**src/rtl/lcd1602_pkg.sv**
```systemverilog
// Shared HD44780 constants, FSM state encoding and default bus timing for the
// LCD reader and writer.
package lcd1602_pkg;

    typedef enum logic [2:0] {
        IDLE,
        SETUP,
        EN_HI,
        HOLD,
        RESP
    } rd_state_e;

    localparam int BF_BIT = 7;
    localparam int AC_MSB = 6;

    localparam logic RS_INSTR = 1'b0;
    localparam logic RS_DATA  = 1'b1;

    localparam int DEF_T_AS     = 2;
    localparam int DEF_T_EN     = 16;
    localparam int DEF_T_H      = 2;
    localparam int DEF_POLL_MAX = 255;

    localparam int PH_W = 8;

    // Phase counters count down to zero, so a phase of len cycles loads len-1.
    function automatic logic [PH_W-1:0] phase_load(input int len);
        return PH_W'(len - 1);
    endfunction

endpackage

```
**src/rtl/lcd1602_reader_if.sv**
```systemverilog
// Request/response handshake between a host and the LCD read-cycle engine.
interface lcd1602_reader_if;
    logic       req_valid;
    logic       req_ready;
    logic       req_rs;
    logic       req_poll;
    logic       rsp_valid;
    logic       rsp_ready;
    logic [7:0] rsp_data;
    logic       rsp_busy;
    logic [6:0] rsp_addr;
    logic       rsp_timeout;

    modport master (
        output req_valid, req_rs, req_poll, rsp_ready,
        input  req_ready, rsp_valid, rsp_data, rsp_busy, rsp_addr, rsp_timeout
    );

    modport slave (
        input  req_valid, req_rs, req_poll, rsp_ready,
        output req_ready, rsp_valid, rsp_data, rsp_busy, rsp_addr, rsp_timeout
    );
endinterface

```
**src/rtl/lcd_phase_timer.sv**
```systemverilog
// Loadable down-counter timing one bus phase; done while the count is zero.
module lcd_phase_timer #(
    parameter int W = 8
) (
    input  logic         clk,
    input  logic         rst_n,
    input  logic         load_i,
    input  logic [W-1:0] load_val_i,
    output logic         done_o
);
    logic [W-1:0] cnt_q, cnt_d;

    always_comb begin
        cnt_d = cnt_q;
        if (load_i) begin
            cnt_d = load_val_i;
        end else if (cnt_q != '0) begin
            cnt_d = cnt_q - 1'b1;
        end
    end

    always_ff @(posedge clk or negedge rst_n) begin
        if (!rst_n) begin
            cnt_q <= '0;
        end else begin
            cnt_q <= cnt_d;
        end
    end

    assign done_o = (cnt_q == '0);
endmodule

```
**src/rtl/lcd1602_reader.sv**
```systemverilog
// HD44780 read-cycle engine: busy/address or data-byte reads over RS/RW/EN.
// Define LCD_RD_POLL_EN to enable hardware busy-flag polling.
module lcd1602_reader
    import lcd1602_pkg::*;
#(
    parameter int T_AS     = DEF_T_AS,
    parameter int T_EN     = DEF_T_EN,
    parameter int T_H      = DEF_T_H,
    parameter int POLL_MAX = DEF_POLL_MAX
) (
    input  logic              clk,
    input  logic              rst_n,
    lcd1602_reader_if.slave   bus,
    output logic              lcd_rs,
    output logic              lcd_rw,
    output logic              lcd_en,
    input  logic [7:0]        lcd_dat_in,
    output logic              lcd_bus_own
);
    rd_state_e   state_q, state_d;
    logic        rs_q, rs_d, rw_q, rw_d, en_q, en_d, own_q, own_d;
    logic        vld_q, vld_d, busy_q, busy_d;
    logic [7:0]  data_q, data_d;
    logic [6:0]  addr_q, addr_d;
    logic            ph_load, ph_done;
    logic [PH_W-1:0] ph_val;
    logic        loop_again;

    lcd_phase_timer #(.W(PH_W)) u_timer (
        .clk        (clk),
        .rst_n      (rst_n),
        .load_i     (ph_load),
        .load_val_i (ph_val),
        .done_o     (ph_done)
    );

`ifdef LCD_RD_POLL_EN
    localparam logic [7:0] POLL_MAX_C = 8'(POLL_MAX);
    logic       poll_q, poll_d, tout_q, tout_d;
    logic [7:0] pcnt_q, pcnt_d;

    // Keep reading while still busy and the read budget is not used up.
    assign loop_again      = poll_q && data_q[BF_BIT] && (pcnt_q < POLL_MAX_C);
    assign bus.rsp_timeout = tout_q;
`else
    logic unused_poll;
    assign unused_poll     = bus.req_poll ^ POLL_MAX[0];
    assign loop_again      = 1'b0;
    assign bus.rsp_timeout = 1'b0;
`endif

    always_comb begin
        state_d = state_q;
        rs_d    = rs_q;
        rw_d    = rw_q;
        en_d    = en_q;
        own_d   = own_q;
        vld_d   = vld_q;
        data_d  = data_q;
        busy_d  = busy_q;
        addr_d  = addr_q;
        ph_load = 1'b0;
        ph_val  = '0;
`ifdef LCD_RD_POLL_EN
        poll_d  = poll_q;
        pcnt_d  = pcnt_q;
        tout_d  = tout_q;
`endif
        case (state_q)
            IDLE: begin
                if (bus.req_valid) begin
                    state_d = SETUP;
                    own_d   = 1'b1;
                    rw_d    = 1'b1;
                    en_d    = 1'b0;
                    ph_load = 1'b1;
                    ph_val  = phase_load(T_AS);
`ifdef LCD_RD_POLL_EN
                    poll_d  = bus.req_poll;
                    pcnt_d  = '0;
                    tout_d  = 1'b0;
                    rs_d    = bus.req_poll ? RS_INSTR : bus.req_rs;
`else
                    rs_d    = bus.req_rs;
`endif
                end
            end
            SETUP: begin
                if (ph_done) begin
                    state_d = EN_HI;
                    en_d    = 1'b1;
                    ph_load = 1'b1;
                    ph_val  = phase_load(T_EN);
                end
            end
            EN_HI: begin
                if (ph_done) begin
                    // EN is still high on this edge, so the bus is valid here.
                    state_d = HOLD;
                    en_d    = 1'b0;
                    data_d  = lcd_dat_in;
                    busy_d  = (rs_q == RS_INSTR) && lcd_dat_in[BF_BIT];
                    addr_d  = (rs_q == RS_INSTR) ? lcd_dat_in[AC_MSB:0] : 7'd0;
                    ph_load = 1'b1;
                    ph_val  = phase_load(T_H);
`ifdef LCD_RD_POLL_EN
                    if (poll_q && pcnt_q != 8'hFF) pcnt_d = pcnt_q + 8'd1;
`endif
                end
            end
            HOLD: begin
                if (ph_done) begin
                    if (loop_again) begin
                        state_d = SETUP;
                        ph_load = 1'b1;
                        ph_val  = phase_load(T_AS);
                    end else begin
                        state_d = RESP;
                        rw_d    = 1'b0;
                        rs_d    = 1'b0;
                        own_d   = 1'b0;
                        vld_d   = 1'b1;
`ifdef LCD_RD_POLL_EN
                        tout_d  = poll_q && data_q[BF_BIT];
`endif
                    end
                end
            end
            RESP: begin
                if (bus.rsp_ready) begin
                    state_d = IDLE;
                    vld_d   = 1'b0;
                end
            end
            default: state_d = IDLE;
        endcase
    end

    always_ff @(posedge clk or negedge rst_n) begin
        if (!rst_n) begin
            state_q <= IDLE;
            rs_q    <= 1'b0;
            rw_q    <= 1'b0;
            en_q    <= 1'b0;
            own_q   <= 1'b0;
            vld_q   <= 1'b0;
            data_q  <= '0;
            busy_q  <= 1'b0;
            addr_q  <= '0;
`ifdef LCD_RD_POLL_EN
            poll_q  <= 1'b0;
            pcnt_q  <= '0;
            tout_q  <= 1'b0;
`endif
        end else begin
            state_q <= state_d;
            rs_q    <= rs_d;
            rw_q    <= rw_d;
            en_q    <= en_d;
            own_q   <= own_d;
            vld_q   <= vld_d;
            data_q  <= data_d;
            busy_q  <= busy_d;
            addr_q  <= addr_d;
`ifdef LCD_RD_POLL_EN
            poll_q  <= poll_d;
            pcnt_q  <= pcnt_d;
            tout_q  <= tout_d;
`endif
        end
    end

    assign bus.req_ready = (state_q == IDLE);
    assign bus.rsp_valid = vld_q;
    assign bus.rsp_data  = data_q;
    assign bus.rsp_busy  = busy_q;
    assign bus.rsp_addr  = addr_q;
    assign lcd_rs        = rs_q;
    assign lcd_rw        = rw_q;
    assign lcd_en        = en_q;
    assign lcd_bus_own   = own_q;
endmodule

```
**src/flat_wrapper.sv**
```systemverilog
// flat-port wrapper written by rule: the top's interface ports become plain ports
module lcd1602_reader_flat import lcd1602_pkg::*;
#(
    parameter int T_AS     = DEF_T_AS,
    parameter int T_EN     = DEF_T_EN,
    parameter int T_H      = DEF_T_H,
    parameter int POLL_MAX = DEF_POLL_MAX
)
  (clk, rst_n, lcd_rs, lcd_rw, lcd_en, lcd_dat_in, lcd_bus_own, bus_req_valid, bus_req_rs, bus_req_poll, bus_rsp_ready, bus_req_ready, bus_rsp_valid, bus_rsp_data, bus_rsp_busy, bus_rsp_addr, bus_rsp_timeout);
  lcd1602_reader_if bus_i ();
  input  logic clk;
  input  logic rst_n;
  output logic lcd_rs;
  output logic lcd_rw;
  output logic lcd_en;
  input  logic [7:0] lcd_dat_in;
  output logic lcd_bus_own;
  input wire logic [$bits(bus_i.req_valid)-1:0] bus_req_valid;
  input wire logic [$bits(bus_i.req_rs)-1:0] bus_req_rs;
  input wire logic [$bits(bus_i.req_poll)-1:0] bus_req_poll;
  input wire logic [$bits(bus_i.rsp_ready)-1:0] bus_rsp_ready;
  output wire logic [$bits(bus_i.req_ready)-1:0] bus_req_ready;
  output wire logic [$bits(bus_i.rsp_valid)-1:0] bus_rsp_valid;
  output wire logic [$bits(bus_i.rsp_data)-1:0] bus_rsp_data;
  output wire logic [$bits(bus_i.rsp_busy)-1:0] bus_rsp_busy;
  output wire logic [$bits(bus_i.rsp_addr)-1:0] bus_rsp_addr;
  output wire logic [$bits(bus_i.rsp_timeout)-1:0] bus_rsp_timeout;
  assign bus_i.req_valid = bus_req_valid;
  assign bus_i.req_rs = bus_req_rs;
  assign bus_i.req_poll = bus_req_poll;
  assign bus_i.rsp_ready = bus_rsp_ready;
  assign bus_req_ready = bus_i.req_ready;
  assign bus_rsp_valid = bus_i.rsp_valid;
  assign bus_rsp_data = bus_i.rsp_data;
  assign bus_rsp_busy = bus_i.rsp_busy;
  assign bus_rsp_addr = bus_i.rsp_addr;
  assign bus_rsp_timeout = bus_i.rsp_timeout;
  lcd1602_reader #(.T_AS(T_AS), .T_EN(T_EN), .T_H(T_H), .POLL_MAX(POLL_MAX)) u_core (.clk(clk), .rst_n(rst_n), .bus(bus_i), .lcd_rs(lcd_rs), .lcd_rw(lcd_rw), .lcd_en(lcd_en), .lcd_dat_in(lcd_dat_in), .lcd_bus_own(lcd_bus_own));
endmodule
```
**config.mk**
```make
export PLATFORM = sky130hd
export DESIGN_NAME = lcd1602_reader_flat
export DESIGN_NICKNAME = d
export VERILOG_FILES = /design/src/rtl/lcd1602_pkg.sv /design/src/rtl/lcd1602_reader_if.sv /design/src/rtl/lcd_phase_timer.sv /design/src/rtl/lcd1602_reader.sv /design/src/flat_wrapper.sv
export SDC_FILE = /design/constraint.sdc
export NUM_CORES = 1
export LEC_CHECK = 0
export ABC_AREA = 1
export CAP_MARGIN = 20
export CORE_MARGIN = 3
export CORE_UTILIZATION = 52
export CTS_CLUSTER_DIAMETER = 80
export DETAILED_ROUTE_END_ITERATION = 6
export PLACE_DENSITY = 0.84
export SLEW_MARGIN = 15
export SYNTH_ARGS = -nofsm -noshare
export SYNTH_HDL_FRONTEND = slang
export SYNTH_SLANG_ARGS = --single-unit
export TNS_END_PERCENT = 5
```
**constraint.sdc**
```tcl
create_clock -name clk -period 2.6 [get_ports clk]
set_input_delay 0.78 -clock clk [delete_from_list [all_inputs] [get_ports clk]]
set_output_delay 0.78 -clock clk [all_outputs]
set_load 0.01 [all_outputs]
```
# After elaboration in Yosys (flattened, before gate mapping)
# Cells that the tools add are included.
# W data, S select, Z words.
# totals
regBits,31
latch_bits,0
ramBits,0
mem_bits_ro,0
input_bits,14
out_inout_bits,23
wordCells,60
memories,0
# classes
addsub,1
mul,0
div,0
magnitude_cmp,0
eq_ne,9
shifts,0
mux,26
bitwise,1
n_reduce_logical,14
# ops
operator,n
$pmux W8 S3,1
$mux W8,2
$mux W3,5
$pmux W3 S5,1
$mux W1,10
$logic_not A8 Y1,1
$pmux W1 S2,4
$reduce_bool A8 Y1,1
$sub A8 B1 Y8 const B,1
$mux W7,1
$eq A3 B2 Y1 const B,2
$ne A2 B1 Y1 const B,3
$reduce_and A3 Y1,2
$reduce_bool A2 Y1,3
$reduce_and A5 Y1,1
$mux W4,1
$ne A2 B2 Y1 const B,2
$reduce_and A4 Y1,1
$eq A3 B1 Y1 const B,1
$eq A3 B3 Y1 const B,1
$logic_not A3 Y1,1
$pmux W1 S3,1
$reduce_bool A3 Y1,1
$reduce_and A2 Y1,1
other kinds (3),3

# Depth between registers and ports, before layout
# depth
depth_word,4
ltp_mapped,9
ltp_nobuf,9

# Hierarchy
# A second synthesis with hierarchy kept.
# unflattened
hier_cells,187
hier_area_um2,1511.4
# by_module_without_submodules
module,n_inst,cells_per_inst,area_each_um2,seq_area_each_um2
lcd1602_reader,1,113,993.5,575.6
lcd_phase_timer,1,74,518.0,200.2

# Least setup slack after synthesis
# OpenSTA, ideal clock, no wires.
# synth_path
path_type,flip-flop to output port
from,reg u_core.state_q[0]
to,out bus_req_ready
arrival_ns,0.691
t_required_ns,1.820
setup_slack_ns,1.129
stages_incl_launch_ff,4
path_buffers,0
path_cell_list,dfrtp_1 nor2_1 nand2_1 inv_2
# synth_via
elab_chain_cells,1
# synth_rtl
element,line_no,rtl
from (decl),lcd1602_reader.sv:20,"rd_state_e state_q, state_d;"
from (signal assigned),lcd1602_reader.sv:156,state_q <= state_d;
$logic_not A3 Y1,lcd1602_reader.sv:173,assign bus.req_ready = (state_q == IDLE);
to (decl),flat_wrapper.sv:22,output wire logic [$bits(bus_i.req_ready)-1:0] bus_req_ready;
# Every way passes these cells.

# Final worst setup path
# Same ends and word-level chain as after synthesis.

==> results.md <==
- Status: finished, final reports clean
- Yosys Warn Count: 0
- Post-Synthesis Cells: 176
- Most common cell in the netlist: nand2_1
- CTS Root Buffer Type: clkbuf_4
- Worst Clk Skew: 0.005655 ns
- Crit path DAT: 1.60 ns
- Distinct cell type count after synthesis: 27
- Post-Syn Nets: 191
- Endpoint class of the critical path: output port
- RSZ-0062 raised after global routing: false
- CTS H-Tree Depth: 2
- Final Net Count: 228
- PortBufs: 34
- Vias: 1232
- Number of global-route vias before repair: 1180
- Remaining DRCs: 0
- Hold buffers post-CTS: 0
- CTS resizes: 0
- Total Power: 0.002385 W
- PwrDens: 1271 mW/mm2
- Clock tree buffer depth: 2
- Levels on crit path: 4
- Design Area, Final: 0.001877 mm2
- Die H: 59.17 um
- First-pass GRT wire length: 4.926 mm
- CP Launch Point: u_core.state_q[0]
- CTS Buf Count: 5
- Clock transition at path regs: 0.09 ns
- Period minus WS final: 2.385 ns
- Hold/Removal Path Class: register to register
- Most common library cells after synthesis: 58 x nand2_1, 31 x dfrtp_1, 17 x inv_1, 14 x nor2_1, 11 x nand3_1
- Mapped Area: 0.001470 mm2
- DP Worst Slack: 0.5683 ns
- TritonCTS clock tree: yes
- Pre-antenna DRT Iters: 4
- Placed Area: 0.001821 mm2
- Clock Sinks: 31
- Maximum VDD drop: 0.9244 mV
- Layout cells sized above 1: 8.920%
- Diode count: 0
- EDFF count, synth: 0
- Hold depth: 2
- Routed wl met2: 1.415 mm
- Routed Antenna Nets: 0
- Largest stage delay on the critical path: 0.53 ns
- CP Max Fanout: 5
- Fin Setup TNS: 0 ns
- Skew-Pair Late Insertion Delay: 0.32 ns
- Detailed-placement wirelength estimate: 2.193 mm
- Synth async-reset ratio: 100.0%
- DRT Wirelength: 2.957 mm
- Grt ovf: 0
- Fmax: 419.3 MHz
- Leading area contributor after synthesis: dfrtp_1
- Lkg Pwr: 0.9819 nW
- Top Metal Used: met4
- Worst-path cell chain: nor2_1 > nand2_1 > inv_2 > clkdlybuf4s50_1
- Starting DRT DRC Count: 66
- Flops & latches, synth: 31
- Critical path buffers and inverters: 2
- Hold Vio Cnt, Final: 0
- Hold path startpoint: u_core.bus.rsp_valid
- Met3 WL: 238 um
- Initial antenna violation count: 0
- CP startpoint kind: register
- Main synth FF type: dfrtp_1
- Post-synth top area share: 52.77%
- Die W: 59.17 um
- Max-Cap Viols: 0
- Max-slew violation count: 0
- WS Path Type: register to output port
- Die Area: 0.003501 mm2
- Worst path slowest cell: clkdlybuf4s50_1
- Final Core Density: 72.46%
- DR vias/cell: 5.070
- # IOs: 37
- # setup viols final: 0
- Required @ worst endpoint: 1.82 ns
- Period utilization: 91.73%
- Seq/Total Area, Yosys: 52.77%
- RD Place Congestion: 0.9643
- Avg Synthesized Cell Area: 8.353 um2
- Top Family by Delay on Critical Path: buffers and inverters
- Area grow syn2layout: 27.66%
- Routed length on met1: 1.260 mm
- Floorplan row count: 18
- Overall Global Routing Usage: 18.70%
- Starting Density: 56.76%
- Pin count of the biggest net entering global routing: 32
- Core Area: 0.002590 mm2
- Postcts setup bufs: 0
- R2R cell count: 8
- R2r startpoint: u_core.u_timer.cnt_q[0]
- Synth area leaders: dfrtp_1 53%, nand2_1 15%, inv_1 4.3%
- Post-DR wirelength/cell: 12.17 um
- Setup slack after layout: 0.2150 ns
-- worst reg2reg max path, delay by kind of cell, from the launching register on --
| kind | cells | cell delay [ns] |
|---|---|---|
| AO/OA/AOI/OAI | 1 | 0.16 |
| adder cells (fa/ha/maj) | 1 | 0.26 |
| flip-flops | 1 | 0.39 |
| buffers and inverters | 2 | 0.26 |
| AND/OR/NAND/NOR | 4 | 0.59 |
-- where the power goes --
group | switching [W] | internal, W
clock | 0.000151 | 0.000125
combinational | 0.000657 | 0.000580
sequential | 0.000163 | 0.000709
-- registers in the layout, summed over array words and instances (netlist names) --
name,cells
u_core.bus.rsp_busy,1
u_core.lcd_en,1
u_core.lcd_rw,1
u_core.state_q,3
u_core.bus.rsp_addr,7
u_core.lcd_rs,1
u_core.u_timer.cnt_q,8
u_core.bus.rsp_data,8
u_core.bus.rsp_valid,1
-- kinds of logic after synthesis --
family                     after synthesis  share of synthesized area [%]
buffers and inverters                   24                          7.318
and+or+nand+nor                         97                          29.19
other                                    1                         0.2551
DFF                                     31                          52.77
AOI/OAI and AO/OA                       17                          6.637
adders and majority gates                1                         0.8509
xor gates and xnor gates                 5                          2.979
-- metal layers --
metal  vias up  global-route usage (%)
met2        54                   31.39
met4         0                   6.472
li1        619                       -
met3         6                   6.318
met1       553                   22.36
met5         -                       0
-- final timing paths --
path	endpoint	slack, ns
min reg2reg	u_core.bus.rsp_valid	0.49
min in group asynchronous	u_core.bus.rsp_data[0]	0.85
max	bus_req_ready	0.22
max in group asynchronous	u_core.u_timer.cnt_q[7]	1.47
max reg2reg	u_core.bus.rsp_addr[4]	0.85
min	u_core.bus.rsp_valid	0.49
-- final cells by class --
type	instances	area, um2
repair buffers	35	347.8
multi-input cells	121	586.8
fillers	186	713.2
clock buffers	6	51.30
flip-flops and latches	31	775.7
clock inverters	1	5.005
well taps	30	37.54
inverters	19	72.57
-- stage by stage --
| stage | hold slack [ns] | instances |
|---|---|---|
| 2_1_floorplan | 0.4711 | 176 |
| 3_3_place_gp | 0.4633 | 236 |
| 3_5_place_dp | 0.4712 | 236 |
| 4_1_cts | 0.4947 | 243 |
| 5_1_grt | 0.5135 | 243 |
| 6_report | 0.4931 | 243 |
-- placed cells by master (no fill, tap or decap), types with 2 or more instances in the layout --
cell / n
a21oi_1: 3
nand4_1: 2
o31ai_1: 2
dfrtp_1: 31
clkdlybuf4s50_1: 34
o21ai_1: 3
clkinv_2: 2
o21ai_0: 8
inv_1: 17
nand2_2: 3
clkbuf_4: 5
nand3_1: 11
nor2_1: 14
nor3_1: 3
nor2_2: 3
xor2_1: 4
nand2_1: 58
Power figures use the tool's default switching activity.
